## src/rtl/led_seq_pkg.sv

```systemverilog
// rtl/led_seq_pkg.sv - shared types and constants for the LED sequencer
//
// Purpose: state encoding, requester indices, one-hot grant codes and the
//          8-bit rotate helper used by led_seq_ctrl.
// Ports:   none (package)

package led_seq_pkg;

   typedef enum logic {
      ST_MANUAL = 1'b0,
      ST_AUTO   = 1'b1
   } state_e;

   localparam int REQ_RIGHT = 0;
   localparam int REQ_LEFT  = 1;
   localparam int REQ_MODE  = 2;

   localparam logic [2:0] GNT_NONE  = 3'b000;
   localparam logic [2:0] GNT_RIGHT = 3'b001;
   localparam logic [2:0] GNT_LEFT  = 3'b010;
   localparam logic [2:0] GNT_MODE  = 3'b100;

   // Lossless one-position rotate; bit7 and bit0 wrap into each other.
   function automatic logic [7:0] rot8(input logic [7:0] v, input logic left);
      return left ? {v[6:0], v[7]} : {v[0], v[7:1]};
   endfunction

endpackage

```

## src/rtl/led_req_latch.sv

```systemverilog
// rtl/led_req_latch.sv - rise detect plus pending flag for one requester
//
// Purpose: turns a debounced level into a single latched request that is
//          held until the arbiter serves it.
// Ports:
//   clk_i    in  1  clock
//   rst_n_i  in  1  asynchronous active-low reset
//   level_i  in  1  debounced button level
//   clr_i    in  1  requester granted this cycle
//   pend_o   out 1  request pending

module led_req_latch (
   input  logic clk_i,
   input  logic rst_n_i,
   input  logic level_i,
   input  logic clr_i,
   output logic pend_o
);

   logic prev_q;
   logic pend_q;
   logic pend_d;
   logic rise;

   assign rise = level_i & ~prev_q;

   // A new rise wins over a same-cycle clear so the fresh request survives;
   // a rise while already pending just merges into the existing flag.
   assign pend_d = rise | (pend_q & ~clr_i);

   always_ff @(posedge clk_i or negedge rst_n_i) begin
      if (!rst_n_i) begin
         prev_q <= 1'b0;
         pend_q <= 1'b0;
      end else begin
         prev_q <= level_i;
         pend_q <= pend_d;
      end
   end

   assign pend_o = pend_q;

endmodule

```

## src/rtl/led_seq_ctrl.sv

```systemverilog
// rtl/led_seq_ctrl.sv - button sequencer, arbiter and LED rotator
//
// Purpose: latches button rises, serves one request per cycle with fixed
//          priority (mode > left > right), and steps the LED pattern either
//          manually or from a prescaled tick in AUTO.
// Ports:
//   CLK_100M   in  1  system clock
//   RST_N      in  1  asynchronous active-low reset
//   db_left    in  1  debounced rotate-left level
//   db_right   in  1  debounced rotate-right level
//   db_mode    in  1  debounced manual/auto toggle level
//   LED        out 8  registered rotator pattern
//   mode_auto  out 1  1 = AUTO, 0 = MANUAL
//   dir_left   out 1  current rotation direction, 1 = left
//   grant      out 3  registered one-hot grant pulse {mode, left, right}

module led_seq_ctrl
   import led_seq_pkg::*;
#(
   parameter int          TICK_DIV     = 25_000_000,
   parameter logic [7:0]  INIT_PATTERN = 8'h01
) (
   input  logic       CLK_100M,
   input  logic       RST_N,
   input  logic       db_left,
   input  logic       db_right,
   input  logic       db_mode,
   output logic [7:0] LED,
   output logic       mode_auto,
   output logic       dir_left,
   output logic [2:0] grant
);

   localparam int            PW = $clog2(TICK_DIV);
   localparam logic [PW-1:0] TC = PW'(TICK_DIV - 1);

   logic [2:0]    lvl;
   logic [2:0]    pend;
   logic [2:0]    gnt_d;
   logic [2:0]    grant_q;
   state_e        state_q, state_d;
   logic [7:0]    led_q, led_d;
   logic          dir_q, dir_d;
   logic [PW-1:0] presc_q, presc_d;
   logic          tick;

   assign lvl[REQ_RIGHT] = db_right;
   assign lvl[REQ_LEFT]  = db_left;
   assign lvl[REQ_MODE]  = db_mode;

   for (genvar i = 0; i < 3; i++) begin : g_req
      led_req_latch u_req (
         .clk_i   (CLK_100M),
         .rst_n_i (RST_N),
         .level_i (lvl[i]),
         .clr_i   (gnt_d[i]),
         .pend_o  (pend[i])
      );
   end

   // Fixed-priority arbiter; the served flag is cleared on the same edge
   // that registers the grant and applies its effect.
   always_comb begin
      gnt_d = GNT_NONE;
      if (pend[REQ_MODE]) begin
         gnt_d = GNT_MODE;
      end else if (pend[REQ_LEFT]) begin
         gnt_d = GNT_LEFT;
      end else if (pend[REQ_RIGHT]) begin
         gnt_d = GNT_RIGHT;
      end
   end

   always_comb begin
      state_d = state_q;
      led_d   = led_q;
      dir_d   = dir_q;
      presc_d = '0;
      tick    = 1'b0;
      case (state_q)
         ST_MANUAL: begin
            if (gnt_d == GNT_MODE) begin
               state_d = ST_AUTO;
            end else if (gnt_d == GNT_LEFT) begin
               led_d = rot8(led_q, 1'b1);
               dir_d = 1'b1;
            end else if (gnt_d == GNT_RIGHT) begin
               led_d = rot8(led_q, 1'b0);
               dir_d = 1'b0;
            end
         end
         ST_AUTO: begin
            tick = (presc_q == TC);
            if (gnt_d == GNT_MODE) begin
               // Leaving AUTO suppresses any step due on this cycle.
               state_d = ST_MANUAL;
            end else begin
               if (gnt_d == GNT_LEFT) begin
                  dir_d = 1'b1;
               end else if (gnt_d == GNT_RIGHT) begin
                  dir_d = 1'b0;
               end
               presc_d = tick ? '0 : presc_q + PW'(1);
               // Step with the freshly granted direction if one lands here.
               if (tick) begin
                  led_d = rot8(led_q, dir_d);
               end
            end
         end
         default: state_d = ST_MANUAL;
      endcase
   end

   always_ff @(posedge CLK_100M or negedge RST_N) begin
      if (!RST_N) begin
         state_q <= ST_MANUAL;
         led_q   <= INIT_PATTERN;
         dir_q   <= 1'b1;
         presc_q <= '0;
         grant_q <= GNT_NONE;
      end else begin
         state_q <= state_d;
         led_q   <= led_d;
         dir_q   <= dir_d;
         presc_q <= presc_d;
         grant_q <= gnt_d;
      end
   end

   assign LED       = led_q;
   assign mode_auto = (state_q == ST_AUTO);
   assign dir_left  = dir_q;
   assign grant     = grant_q;

endmodule

```

## config.mk

```make
export PLATFORM = sky130hd
export DESIGN_NAME = led_seq_ctrl
export DESIGN_NICKNAME = d
export VERILOG_FILES = /design/src/rtl/led_seq_pkg.sv /design/src/rtl/led_req_latch.sv /design/src/rtl/led_seq_ctrl.sv
export SDC_FILE = /design/constraint.sdc
export NUM_CORES = 1
export LEC_CHECK = 0
export BUFFER_PORTS_ARGS = -buffer_cell sky130_fd_sc_hd__buf_2
export CORE_ASPECT_RATIO = 0.5
export CORE_MARGIN = 2
export CORE_UTILIZATION = 60
export CTS_CLUSTER_SIZE = 16
export DETAILED_ROUTE_END_ITERATION = 6
export MAX_ROUTING_LAYER = met4
export PLACE_DENSITY = 0.86
export SKIP_CTS_REPAIR_TIMING = 1
export SYNTH_ARGS = -nofsm -noshare
export SYNTH_HDL_FRONTEND = slang
export SYNTH_SLANG_ARGS = --single-unit
export TNS_END_PERCENT = 30
```

## constraint.sdc

```tcl
create_clock -name CLK_100M -period 3.1 [get_ports CLK_100M]
set_input_delay 0.155 -clock CLK_100M [delete_from_list [all_inputs] [get_ports CLK_100M]]
set_output_delay 0.155 -clock CLK_100M [all_outputs]
set_load 0.1 [all_outputs]
```

==> metrics.txt, run 1 <==
run status=finished with violations; violations in the final reports=negative hold slack; YS warnings=0; initial antenna violation count=0; Min Hold Slack=-4.73 ps; routed wire length=~3800 um; # rows=15; first-pass GRT wire length=about 6200 um; DR vias=~1,300; die height=between 40 and 50 um; Total Nets Final=approximately 210; maximum VDD drop=roughly 0.00066 V; share of cells above drive strength 1=~22%; total negative slack=0 ps; Placed Cells=around 230; Clock transition at path regs=approximately 90 ps; FMAX=about 0.47 GHz; drt pass-1 iters=4; met1 GRT Util=~28%; clk_lat worst skew=around 300 ps; worst min path class=input port to async pin; dominant combinational cell family by area after synthesis=simple AND/OR/NAND/NOR gates; post-synth top area share=between 50% and 60%; gr busiest metal=met2; gpl congestion=0.817; Final Hold Viols=8; post-synthesis compound-gate area fraction=2.36%; post-synthesis mux area share=roughly a tenth; Worst Tran Pin Value=around 940 ps; gr usage total=roughly 22%; most frequent cell after synthesis=dfrtp_1; Final setup viols=0; RR Startpoint=presc_q[0]; met2 Usage GRT=between 30% and 40%; Non-Filler Instances=244; final-layout fill cell count=~230; Post-synth top cells=dfrtp_1, nor2_1, xor2_1; synthesized area per cell=around 11 um^2; Post-synth EDFFs=0; distinct cell type count after synthesis=33; initial cell density of the core=between 60 and 70%; Horiz. Die Dim=slightly below 90 um; largest fanout on the critical path=8; Critical Path End Type=register; instance count of the mapped netlist=182; diode count=0; clk root buf=clkbuf_8; wire per inst=15.5 um; Lkg Pwr=1.10 nW; largest net degree at the start of global routing=45; DR vias/cell=5.48; post-route cell area=0.00230 mm^2; area grow syn2layout=11.2%; fraction of registers with async set/reset=100%; Net Count, Synth=between 150 and 200; post-place setup slack=1010 ps; DRT iter0 DRCs=71; XOR/XNOR Fraction of Synth Area=~10%; critical path type=register to register; Final Worst Setup Slack=about 970 ps; Ports=18; post-route ant nets=0; Crit path required time=3290 ps; max-slew violation count=0; GRT overflow=0; Synth Flop Type=dfrtp_1; post-synthesis sequential area ratio=between 50% and 60%; Worst EP arrival=approximately 2300 ps; synthesized area=between 0.002 and 0.0025 mm^2; Critical Path Start=presc_q[0]; core area=around 0.0034 mm^2; area occupied by multi-input gates=just under 900 um^2; H-Tree Level Count=2; Adder-Cell Fraction of Synth Area=under 10%; Buffers on Ports=17; register area=between 0.001 and 0.0015 mm^2; RSZ-0062 raised after global routing=no; Post-Place Cell Area=approximately 0.0022 mm^2; met3 usage=5.43%; fin crit share=between 60% and 70%; die area=0.00397 mm^2; Final HPWL DP=2500 um; CTS Buffer Depth=2; Slew HR=37.4%; top cells by area, synth=dfrtp_1, xor2_1, mux2_4; flops & latches, synth=44; vias in the first global route=roughly 1,300; drt drc=0; MaxCap Viol Count=0; CTS tree=built; TritonCTS Buffers=5; clk_skew=6.03 ps; Synth Area in Simple Gates=about a fifth; Final Critical Period=between 2000 and 2500 ps; Synth area leader=dfrtp_1; CTS sink cnt=44; CP startpoint kind=register; P per Cell Area=615 mW/mm^2
==> cells by family after synthesis <==
| kind of cell | after synthesis |
|---|---|
| muxes | 16 |
| DFF | 44 |
| adders and majority gates | 3 |
| AOI/OAI and AO/OA | 8 |
| and+or+nand+nor | 74 |
| buffers and inverters | 14 |
| xor gates and xnor gates | 23 |
==> path summary, 6_finish.rpt <==
kind | to | slack (ps) | depth (start not counted)
max | LED[1] | 970 | 6
min | g_req[1].u_req.prev_q | -5 | 1
max reg2reg | LED[1] | 970 | 6
min reg2reg | g_req[2].u_req.pend_o | 410 | 1
max in group asynchronous | presc_q[2] | 2520 | 1
min in group CLK_100M | g_req[2].u_req.pend_o | 410 | 1
==> power by group <==
group / total, mW / internal (mW) / switching (mW)
Combinational: 0.323 / 0.0777 / 0.245
Clock: 0.445 / 0.243 / 0.203
Sequential: 0.648 / 0.612 / 0.0369
Total: 1.42 / 0.932 / 0.484
==> critical path, stage by stage, from the launching register on <==
cell and delay (ps):
dfrtp_1 400, ha_1 240, and4_1 230, nand4_1 110
o21ai_1 190, o311a_1 510, mux2_4 340
==> cell usage in the layout (no fill, tap or decap), types with 4 or more instances in the layout <==
cell type  instances
xnor2_1            7
xor2_1            16
nand3_1            9
nor2_1            30
dfrtp_1           42
and3_1             6
inv_1              6
nand2_1            7
mux2_2             5
nand4_1            7
and4_1             4
buf_2             17
mux2_4             8
clkbuf_8           5
==> layout make-up <==
cell class                      instances  area share [%]
Sequential cell                        44            47.9
Multi-Input combinational cell        124            38.8
Timing Repair Buffer                   20            5.00
Clock buffer                            5            2.99
Tap cell                               42            2.28
Clock inverter                          3            2.01
Inverter                                6           0.978
==> metal layers <==
layer	part of all wire, %	routed length, um
met5	0	0
met4	2.3	87
met3	3.4	128
met2	49	1840
met1	46	1720
==> flip-flops by register name, summed over array words and instances (netlist names) <==
name and flops:
presc_q 25, LED 8, g_req.u_req.pend_o 3, g_req.u_req.prev_q 3, grant 3, dir_left 1
mode_auto 1
==> per-stage QoR <==
step | hold slack [ps] | utilization [%] | power (mW)
floorplan | -141 | - | 0.931
global placement | 273 | 63.9 | 0.959
detailed placement | 275 | 63.9 | 0.973
CTS | -41.1 | 67.3 | 1.42
global route | 68.0 | 68.2 | 1.47
finish | -4.73 | 68.2 | 1.42
Power figures use the tool's default switching activity.
==> run 2, diff against run 1 <==
--- a/config.mk
+++ b/config.mk
@@ -8,11 +8,11 @@
 export BUFFER_PORTS_ARGS = -buffer_cell sky130_fd_sc_hd__buf_2
 export CORE_ASPECT_RATIO = 0.5
 export CORE_MARGIN = 2
-export CORE_UTILIZATION = 60
+export CORE_UTILIZATION = 58
 export CTS_CLUSTER_SIZE = 16
 export DETAILED_ROUTE_END_ITERATION = 6
 export MAX_ROUTING_LAYER = met4
-export PLACE_DENSITY = 0.86
+export PLACE_DENSITY = 0.84
 export SKIP_CTS_REPAIR_TIMING = 1
 export SYNTH_ARGS = -nofsm -noshare
 export SYNTH_HDL_FRONTEND = slang
==> constraint.sdc (replaced) <==
create_clock -name CLK_100M -period 2.15 [get_ports CLK_100M]
set_input_delay 0.1075 -clock CLK_100M [delete_from_list [all_inputs] [get_ports CLK_100M]]
set_output_delay 0.1075 -clock CLK_100M [all_outputs]
set_load 0.1 [all_outputs]
==> run 2 against run 1 <==
Compared with the run above: critical path depth increased by 1; combinational power increased by 55%; hold slack improved by 350 ps; sequential power increased by 45%; the flow now finishes without violations.
==> metrics.txt, run 2 (synthesized netlist as in run 1, its figures left out) <==
gr usage total=approximately 21%; final-layout fill cell count=224; Critical Path Start=presc_q[0]; run status=completed; Final setup viols=0; Core Util, Final=68.6%; met3 usage=under 10%; drt pass-1 iters=4; largest fanout on the critical path=8; CTS sink cnt=44; Clock transition at path regs=~80 ps; share of cells above drive strength 1=about a quarter; Post-Place Cell Area=0.00220 mm^2; Critical Path End Type=register; Horiz. Die Dim=a little under 90 um; max FFs per register=25; post-place setup slack=between 100 and 150 ps; diode count=0; clk_skew=7.29 ps; die area=0.00410 mm^2; routed wire length=between 3000 and 4000 um; Slowest-stage cell, CP=dfrtp_1; met2 Usage GRT=35.8%; register bank with the most flops=presc_q; critical path type=register to register; initial cell density of the core=60.3%; wire per inst=roughly 15 um; RSZ-0062 raised after global routing=no; TritonCTS Buffers=5; fin crit share=96.4%; first-pass GRT wire length=just over 6000 um; Final Critical Period=between 2000 and 2500 ps; clk_lat worst skew=290 ps; Ports=18; DR vias=~1,400; Placed Cells=approximately 250; CP delay by family, top=compound AO/OA/AOI/OAI gates; commonest non-fill, non-tap cell in the layout=dfrtp_1; die height=roughly 46 um; max-slew violation count=0; met1 GRT Util=around 26%; Crit path required time=between 2000 and 2500 ps; CTS Buffer Depth=2; # rows=15; Worst EP arrival=between 2000 and 2500 ps; area grow syn2layout=13.6%; P per Cell Area=around 900 mW/mm^2; DRT iter0 DRCs=57; Min Hold Slack=between 300 and 400 ps; Final Worst Setup Slack=slightly below 80 ps; post-route ant nets=0; Non-Filler Instances=258; FMAX=around 0.48 GHz; DR vias/cell=5.27; Slowest Stage Delay on Critical Path=420 ps; gr busiest metal=met2; Buf/Inv on CP=1; initial antenna violation count=0; Buffers on Ports=17; CTS tree=built; vias in the first global route=about 1,300; drt drc=0; H-Tree Level Count=2; maximum VDD drop=about 0.00086 V; GRT overflow=0; Slew HR=roughly three fifths; Final Hold Viols=0; clk root buf=clkbuf_8; Lkg Pwr=around 1.1 nW; Final HPWL DP=between 2000 and 3000 um; overall power of the completed layout=roughly 2.1 mW; largest net degree at the start of global routing=28; post-route cell area=0.00235 mm^2; Worst Tran Pin Value=about 580 ps; Total Nets Final=214; critical path, cell by cell=ha_2 > and4_1 > nand4_1 > o21ai_1 > o311a_1 > buf_4 > mux2_4; MaxCap Viol Count=0; CP startpoint kind=register; gpl congestion=between 0.8 and 0.9; RR Startpoint=presc_q[0]; most frequent cells in the layout=dfrtp_1, nor2_1, buf_2; core area=about 0.0034 mm^2; worst min path class=input port to async pin; total negative slack=0 ps
-- run 2: routing by layer --
metal | part of all wire [%] | wire, um
met1 | 44 | 1710
met2 | 52 | 2010
met3 | 3.5 | 137
met4 | 0.49 | 19
met5 | 0 | 0
-- run 2: report_power, final --
part	internal, mW	switching (mW)	leakage [nW]
Combinational	0.138	0.362	0.482
Clock	0.344	0.274	0.0541
Sequential	0.884	0.0569	0.589
-- run 2: worst paths after layout --
kind	cells past startpoint	slack, ps	to
max	7	80	LED[1]
min	2	350	mode_auto
max reg2reg	7	80	LED[1]
min reg2reg	1	410	g_req[2].u_req.pend_o
max in group asynchronous	3	1140	presc_q[1]
min in group CLK_100M	1	410	g_req[2].u_req.pend_o
-- run 2: final cells by class --
cell class	count	area [um^2]	share of cell area [%]
Clock buffer	5	68.8	2.92
Sequential cell	44	1100	46.9
Multi-Input combinational cell	124	897	38.1
Clock inverter	3	42.5	1.81
Tap cell	51	63.8	2.71
Inverter	6	22.5	0.956
Timing Repair Buffer	25	155	6.59
-- run 2: worst register-to-register path, stage by stage (launching register included) --
cell	delay (ps)
dfrtp_1	420
ha_2	240
and4_1	230
nand4_1	110
o21ai_1	210
o311a_1	220
buf_4	200
mux2_4	320
==> run 3, diff against run 2 <==
--- a/config.mk
+++ b/config.mk
@@ -16,5 +16,6 @@
 export SKIP_CTS_REPAIR_TIMING = 1
 export SYNTH_ARGS = -nofsm -noshare
 export SYNTH_HDL_FRONTEND = slang
+export SYNTH_HIERARCHICAL = 1
 export SYNTH_SLANG_ARGS = --single-unit
 export TNS_END_PERCENT = 30
==> constraint.sdc (replaced) <==
create_clock -name CLK_100M -period 2.15 [get_ports CLK_100M]
set_input_delay 0.43 -clock CLK_100M [delete_from_list [all_inputs] [get_ports CLK_100M]]
set_output_delay 0.43 -clock CLK_100M [all_outputs]
set_load 0.1 [all_outputs]
==> run 3 against run 2 <==
Compared with the run above: die area increased by 0.79%; first-iteration DRC count increased by 35%; routed wire length decreased by 3.8%; combinational power increased by 22%; count of clock-buffer cells in the layout unchanged; clock power increased by 4.0%; sequential cell count unchanged; via count increased by 2.3%; worst setup slack improved by 6.7 ps; critical path type unchanged; largest cell class unchanged; highest routed layer unchanged.
==> metrics.txt, run 3 <==
post-synthesis mux area share=8.62%; P per Cell Area=~920 mW/mm^2; routed wl met2=1820 um; synthesized area per cell=11.2 um^2; core area=around 0.0034 mm^2; area occupied by multi-input gates=921 um^2; Slew HR=between 60% and 70%; share of cells above drive strength 1=between 20% and 30%; Worst Tran Pin Value=~520 ps; largest fanout on the critical path=8; fraction of registers with async set/reset=100%; post-route cell area=approximately 0.0024 mm^2; largest net degree at the start of global routing=25; diode count=0; Lkg Pwr=between 1 and 1.5 nW; synthesized area=0.00209 mm^2; Core Util, Final=69.3%; max FFs per register=25; Final Hold Viols=0; initial antenna violation count=0; Total Nets Final=approximately 220; Synth Area in Simple Gates=between 10% and 20%; post-synthesis sequential area ratio=a little over half; DRT iter0 DRCs=77; worst min path class=input port to async pin; DR vias=1,391; routed wire length=approximately 3700 um; Final HPWL DP=between 2000 and 2500 um; most frequent cell after synthesis=dfrtp_1; Post-Place Cell Area=approximately 0.0023 mm^2; Ports=18; MaxCap Viol Count=0; CTS sink cnt=44; die height=46.4 um; run status=completed; highest routed layer=met4; register area=about 0.0011 mm^2; most frequent cells in the layout=dfrtp_1, nor2_1, buf_2; Adder-Cell Fraction of Synth Area=roughly 1.8%; Final Critical Period=around 2100 ps; Post-synth top cells=dfrtp_1, nor2_1, mux2_2; # rows=15; Crit path required time=around 2300 ps; vias in the first global route=between 1,000 and 1,500; overall power of the completed layout=2.20 mW; dominant combinational cell family by area after synthesis=simple AND/OR/NAND/NOR gates; XOR/XNOR Fraction of Synth Area=9.22%; Buffers on Ports=17; Post-synth EDFFs=0; Horiz. Die Dim=a little under 90 um; area grow syn2layout=13.8%; drt drc=0; CTS Buffer Depth=2; initial cell density of the core=60.8%; distinct cell type count after synthesis=35; die area=approximately 0.0041 mm^2; M1 WL=approximately 1700 um; post-synthesis compound-gate area fraction=4.01%; post-synth top area share=a little over 50%; clk root buf=clkbuf_8; top cells by area, synth=dfrtp_1, mux2_2, xor2_1; Synth area leader=dfrtp_1; max-slew violation count=0; gr usage total=between 20 and 25%; YS warnings=6; CP startpoint kind=register; CTS tree=built; critical path type=register to register; DR vias/cell=~5.4; instance count of the mapped netlist=about 190; TritonCTS Buffers=5; Met3 Wirelength=between 100 and 150 um; Clock transition at path regs=around 90 ps; clk_skew=around 6.5 ps; H-Tree Level Count=2; Synth Flop Type=dfrtp_1; Worst EP arrival=2260 ps; gpl congestion=a little over 0.8; wire per inst=14.4 um; Critical Path End Type=register; FMAX=approximately 0.48 GHz; Final setup viols=0; drt pass-1 iters=4; GRT overflow=0; Net Count, Synth=slightly below 200; first-pass GRT wire length=around 6200 um; flops & latches, synth=44; maximum VDD drop=between 0.0009 and 0.001 V; clk_lat worst skew=approximately 300 ps; register bank with the most flops=presc_q; post-route ant nets=0; fin crit share=96.1%; commonest non-fill, non-tap cell in the layout=dfrtp_1; final-layout fill cell count=~240
run 3: per-stage QoR:
stage	hold slack (ps)	instances	TNS, ps	worst slack, ps
6_report	90.9	259	0	84.0
5_1_grt	122	259	-48.6	-12.4
4_1_cts	105	259	0	106
3_5_place_dp	431	251	0	132
3_3_place_gp	424	251	0	229
2_1_floorplan	134	186	0	67.9
run 3: layer usage:
layer	GRT usage (%)	vias to the layer above
li1	-	670
met1	27.0	684
met2	34.0	33
met3	5.91	4
met4	7.27	0
met5	-	-
run 3: cells by family (layout without fill, tap and decap cells):
kind of cell    Yosys count  after routing
simple gates             74             74
flops                    44             44
xor+xnor                 22             22
buf+inv                  17             39
mux                      16             16
compound gates           10             10
fa+ha+maj                 3              3
run 3: area by class of cell:
class | count | share of cell area [%]
inverters | 11 | 1.74
repair buffers | 20 | 5.58
clock inverters | 3 | 1.95
well taps | 51 | 2.68
clock buffers | 5 | 2.89
multi-input cells | 125 | 38.7
flip-flops and latches | 44 | 46.4
run 3: path summary, 6_finish.rpt:
check,from,endpoint,slack (ps),depth (start not counted)
max,presc_q[6],LED[1],80,5
min,RST_N,g_req[2].u_req/prev_q,90,1
max reg2reg,presc_q[6],LED[1],80,5
min reg2reg,g_req[1].u_req/prev_q,g_req[1].u_req/pend_o,450,1
max in group asynchronous,RST_N,LED[0],1490,2
min in group CLK_100M,db_right,g_req[0].u_req/prev_q,250,1
run 3: worst max-delay path: stages (launching register included):
cell and delay (ps):
dfrtp_1 440, nor4b_1 430, nand4_1 230, nor4_4 340
o21ai_2 200, mux2_2 310
run 3: power by group:
part           switching [mW]  total [mW]  internal (mW)
sequential             0.0506       0.947          0.896
clock                   0.293       0.643          0.350
combinational           0.443       0.609          0.167
total                   0.786        2.20           1.41
